===== config.mk =====
export PLATFORM = sky130hd
export DESIGN_NAME = rom_read_arbiter
export DESIGN_NICKNAME = d
export VERILOG_FILES = /design/src/rtl/rom_read_arbiter.sv
export SDC_FILE = /design/constraint.sdc
export NUM_CORES = 1
export LEC_CHECK = 0
export ABC_AREA = 1
export BUFFER_PORTS_ARGS = -buffer_cell sky130_fd_sc_hd__buf_2
export CAP_MARGIN = 20
export CORE_MARGIN = 5
export CORE_UTILIZATION = 52
export CTS_BUF_LIST = sky130_fd_sc_hd__clkbuf_4 sky130_fd_sc_hd__clkbuf_8
export DETAILED_ROUTE_END_ITERATION = 8
export GPL_TIMING_DRIVEN = 0
export HOLD_SLACK_MARGIN = 0.03
export PLACE_DENSITY = 0.81
export SLEW_MARGIN = 30
export SYNTH_ARGS = -nofsm -noshare
export SYNTH_HDL_FRONTEND = slang
export SYNTH_SLANG_ARGS = --single-unit

===== constraint.sdc =====
create_clock -name clk -period 1.9 [get_ports clk]
set_input_delay 0.095 -clock clk [delete_from_list [all_inputs] [get_ports clk]]
set_output_delay 0.095 -clock clk [all_outputs]
set_load 0.05 [all_outputs]

===== src/rtl/rom_read_arbiter.sv =====
// rom_read_arbiter
// Two-requester burst-read controller for a synchronous-address ROM.
// Requests are accepted only at burst boundaries. Requester 0 and requester 1
// share the ROM round-robin, and one word is delivered per cycle.
//
// Ports:
//   clk, rst_n          clock, asynchronous active-low reset
//   req0/req1           burst request, held with addr/len stable until gnt
//   addr0/addr1         start word address
//   len0/len1           burst length minus one
//   gnt0/gnt1           one-cycle acceptance pulse
//   rdata               shared read data bus
//   rvalid0/rvalid1     rdata belongs to requester x this cycle
//   done0/done1         last word of requester x's burst (with its rvalid)
//   rom_a, rom_oe       ROM address and output-enable pins
//   rom_q               ROM data, valid the cycle after rom_a was latched
module rom_read_arbiter #(
  parameter int unsigned AW = 14,
  parameter int unsigned DW = 24,
  parameter int unsigned LW = 8
) (
  input  logic          clk,
  input  logic          rst_n,
  input  logic          req0,
  input  logic          req1,
  input  logic [AW-1:0] addr0,
  input  logic [AW-1:0] addr1,
  input  logic [LW-1:0] len0,
  input  logic [LW-1:0] len1,
  output logic          gnt0,
  output logic          gnt1,
  output logic [DW-1:0] rdata,
  output logic          rvalid0,
  output logic          rvalid1,
  output logic          done0,
  output logic          done1,
  output logic [AW-1:0] rom_a,
  output logic          rom_oe,
  input  logic [DW-1:0] rom_q
);

  typedef enum logic [1:0] {IDLE, READ, DRAIN} state_t;

  state_t        state;
  logic [LW-1:0] cnt;        // addresses still to issue after the current one
  logic          owner;      // requester that owns the current burst
  logic          last_gnt;   // requester granted most recently
  logic          issued;     // ROM latched a burst address at the previous edge

  logic          win_c;
  logic [AW-1:0] win_addr_c;
  logic [LW-1:0] win_len_c;

  // Winner selection: a lone requester wins; on a tie the one not granted last wins.
  always_comb begin
    win_c = 1'b0;
    if (req0 && req1) begin
      win_c = ~last_gnt;
    end else if (req1) begin
      win_c = 1'b1;
    end
    win_addr_c = win_c ? addr1 : addr0;
    win_len_c  = win_c ? len1  : len0;
  end

  // Burst sequencer with registered outputs.
  always_ff @(posedge clk or negedge rst_n) begin
    if (!rst_n) begin
      state    <= IDLE;
      cnt      <= '0;
      owner    <= 1'b0;
      last_gnt <= 1'b1;
      issued   <= 1'b0;
      gnt0     <= 1'b0;
      gnt1     <= 1'b0;
      rdata    <= '0;
      rvalid0  <= 1'b0;
      rvalid1  <= 1'b0;
      done0    <= 1'b0;
      done1    <= 1'b0;
      rom_a    <= '0;
      rom_oe   <= 1'b0;
    end else begin
      gnt0    <= 1'b0;
      gnt1    <= 1'b0;
      rvalid0 <= 1'b0;
      rvalid1 <= 1'b0;
      done0   <= 1'b0;
      done1   <= 1'b0;
      issued  <= (state == READ);

      // The word addressed one edge ago is on rom_q now; the capture made in
      // DRAIN is always the final word of the burst.
      if ((state == READ || state == DRAIN) && issued) begin
        rdata   <= rom_q;
        rvalid0 <= ~owner;
        rvalid1 <= owner;
        done0   <= (state == DRAIN) && !owner;
        done1   <= (state == DRAIN) && owner;
      end

      case (state)
        IDLE: begin
          if (req0 || req1) begin
            rom_a    <= win_addr_c;
            cnt      <= win_len_c;
            gnt0     <= ~win_c;
            gnt1     <= win_c;
            owner    <= win_c;
            last_gnt <= win_c;
            rom_oe   <= 1'b1;
            state    <= READ;
          end
        end
        READ: begin
          if (cnt != '0) begin
            rom_a <= rom_a + AW'(1);
            cnt   <= cnt - LW'(1);
          end else begin
            state <= DRAIN;
          end
        end
        DRAIN: begin
          rom_oe <= 1'b0;
          state  <= IDLE;
        end
        default: state <= IDLE;
      endcase
    end
  end

endmodule


==> metrics.md <==
| Metric | Value |
|---|---|
| Status | `complete, no violations` |
| Multiplexer area fraction after synthesis | `0.0834` |
| DRT iter0 DRCs | `164` |
| Cell with the most instances after synthesis | `nand2_1` |
| Hold path start | `addr1[10]` |
| Global-route wire length before repair | `14,700 um` |
| Std-Cell Rows | `28` |
| DRC Markers | `0` |
| Layout cell share with drive strength beyond 1 | `0.396` |
| Number of antenna-violating nets in the routed design | `0` |
| Reg2reg start | `state[0]` |
| Critical Path AT | `1990 ps` |
| Global route overflow | `0` |
| Nets | `608` |
| Bufs and invs on worst path | `2` |
| Core Footprint | `5990 um^2` |
| Area Growth Syn to Fin | `35.5%` |
| Peak supply drop | `0.00118 V` |
| Synth async-reset ratio | `1.00` |
| Adder-cell share of the synthesized area | `0.0232` |
| CTS tree | `yes` |
| Initial Utilization | `0.541` |
| # Max-Cap Violations | `0` |
| # diodes | `0` |
| Slew Limit Headroom | `0.509` |
| Skew-Pair Late Insertion Delay | `340 ps` |
| Clock slew seen by the registers of the worst setup and hold paths | `70 ps` |
| TritonCTS buffer count | `9` |
| I/O Buffers | `116` |
| Min-Delay Path Class | `in2reg` |
| CP Max Fanout | `10` |
| Tcrit/Tclk final | `0.927` |
| Power Total | `8970 uW` |
| Initial antenna violation count | `0` |
| Min cycle time layout | `1760 ps` |
| Worst Path Required | `2120 ps` |
| Via count | `3,144` |
| Largest cells by area after synthesis | `dfrtp_1 (44%), nand2_1 (9.7%), mux2_2 (8.3%)` |
| Fillers | `453` |
| Mapped Area | `3240 um^2` |
| Total Wirelength | `8980 um` |
| Largest net degree at the start of global routing | `59` |
| Post-synth top cells | `nand2_1 (84), dfrtp_1 (57), nor2_1 (39)` |
| Register area share after synthesis | `0.448` |
| Synth Register Bits | `58` |
| Syn Nets | `456` |
| Vias in the first global route | `3,165` |
| Distinct cells, synth | `31` |
| Startpoint types | `flip-flop` |
| Total global-route track usage | `0.247` |
| H-tree levels | `3` |
| Critical Path End Type | `flip-flop` |
| CP max-delay cell | `dfrtp_1` |
| Die Wd | `88.9 um` |
| Leakage | `0.00225 uW` |
| Pwr dens | `2040 nW/um^2` |
| R2R setup slack | `140 ps` |
| Worst Skew | `9.67 ps` |
| Post-Route Utilization | `0.733` |
| I/O Pins | `117` |
| RR Endpoint | `rdata[20]` |
| Compound-Gate Fraction of Synth Area | `0.115` |
| R2R depth | `5` |
| PostCTS Resize Cnt | `0` |
| Placer congestion estimate | `0.882` |
| Drt wl/cell | `14.7 um` |
| Mean Syn Cell Area | `8.57 um^2` |
| Yosys top cell area share | `0.440` |
| Root buffer cell | `clkbuf_8` |
| CP top delay family | `flip-flops` |
| Cells after Synth | `378` |
| Largest family of logic cells by synthesized area | `simple AND/OR/NAND/NOR gates` |
| Peak Freq | `0.568 GHz` |
| Hold Crit Depth | `5` |
| Hold-critical path endpoint | `rom_a[10]` |
| Final Max Tran Viols | `0` |
| Drt pass-1 iters | `5` |
| RSZ-0062 raised after global routing | `false` |
| Worst path cell trace | `inv_1 -> ha_1 -> nand2_2 -> buf_2 -> mux2_2` |
| Synth Area in XOR/XNOR | `0` |
| Clk buf depth | `2` |
| Via density per instance | `5.15` |
| Cell taking the most area after synthesis | `dfrtp_1` |
| Worst Tran Pin Value | `736 ps` |
| Main synth FF type | `dfrtp_1` |
| Fin. Hold Viols | `0` |
| Detail Placement HPWL | `6390 um` |
| Hold Buf Count CTS | `25` |
| EDFF count, synth | `0` |
| Classification of the worst setup path | `reg2reg` |
| Post-Synth Simple-Gate Area | `0.255` |
| Sum Neg Setup Slack | `0 ps` |
| Crit path largest cell delay | `370 ps` |
| Setup Buffers After CTS | `0` |
| Synth warn | `0` |
| Finish-stage setup viols | `0` |
| Clock Sinks | `58` |
| Die area | `7910 um^2` |
| Height of the die | `88.9 um` |
## stage by stage
step	cells	setup slack, ps	instance area, um^2	hold slack (ps)
floorplan	378	252	3240	-201
global placement	569	202	3910	327
detailed placement	569	135	3920	211
CTS	610	135	4390	67.9
global route	610	27.0	4390	100
finish	610	139	4390	79.2
## worst max path at each step
stage,startpoint,endpoint,slack (ps),cells after the start
detailed placement,state[0],rdata[20],140,5
CTS,state[0],rdata[20],140,5
global route,state[0],rom_a[12],30,8
finish,state[0],rdata[20],140,5
floorplan,rom_a[0],rom_a[10],250,8
global placement,state[0],rdata[20],200,5
## tightest hold or removal path: cells and delay by family
kind | cells | cell delay (ps)
buffers and inverters | 1 | 70
AOI/OAI and AO/OA | 1 | 70
and+or+nand+nor | 3 | 140
## cells in the final DEF (no fill, tap or decap), drive strengths merged, types with 9 or more instances in the layout
| cell | instances |
|---|---|
| o21ai | 43 |
| inv | 35 |
| a21oi | 9 |
| mux2 | 24 |
| dfrtp | 57 |
| buf | 129 |
| dlygate4sd3 | 25 |
| nor2 | 47 |
| nand3 | 28 |
| nand2 | 96 |
| clkbuf | 13 |
## routing by layer
metal,GRT usage,vias to the layer above,wire length (um),share of wire
met4,0.135,0,250,0.028
li1,-,1538,-,-
met2,0.419,106,4570,0.51
met1,0.298,1480,3640,0.41
met5,0,-,0,0
met3,0.0442,20,525,0.058
## report_power, final
group	internal, uW	switching (uW)	leakage, uW	total (uW)
clock network	784	510	0.000113	1290
registers	1850	398	0.000701	2250
logic	1700	3730	0.00144	5420
total	4340	4630	0.00225	8970
## flip-flops by register name, indices dropped and copies added, names as in the netlist
register,cells
rom_oe,1
done1,1
owner,1
issued,1
rdata,24
rom_a,14
rvalid0,1
rvalid1,1
done0,1
gnt0,1
cnt,8
last_gnt,1
gnt1,1
state,2
## cell type report
type / count / area, um^2 / area share
Multi-Input combinational cell: 270 / 1550 / 0.352
Clock buffer: 11 / 145 / 0.0331
Sequential cell: 58 / 1450 / 0.331
Tap cell: 75 / 93.8 / 0.0214
Buffer: 15 / 110 / 0.0251
Timing Repair Buffer: 141 / 833 / 0.190
Clock inverter: 5 / 77.6 / 0.0177
Inverter: 35 / 131 / 0.0299
## kinds of logic after synthesis
kind of cell | count (synthesis)
flip-flops | 58
AND/OR/NAND/NOR | 178
adder cells (fa/ha/maj) | 6
multiplexers | 24
buffers and inverters | 50
AO/OA/AOI/OAI | 62
Note: power is estimated with default switching activity, not from simulation.
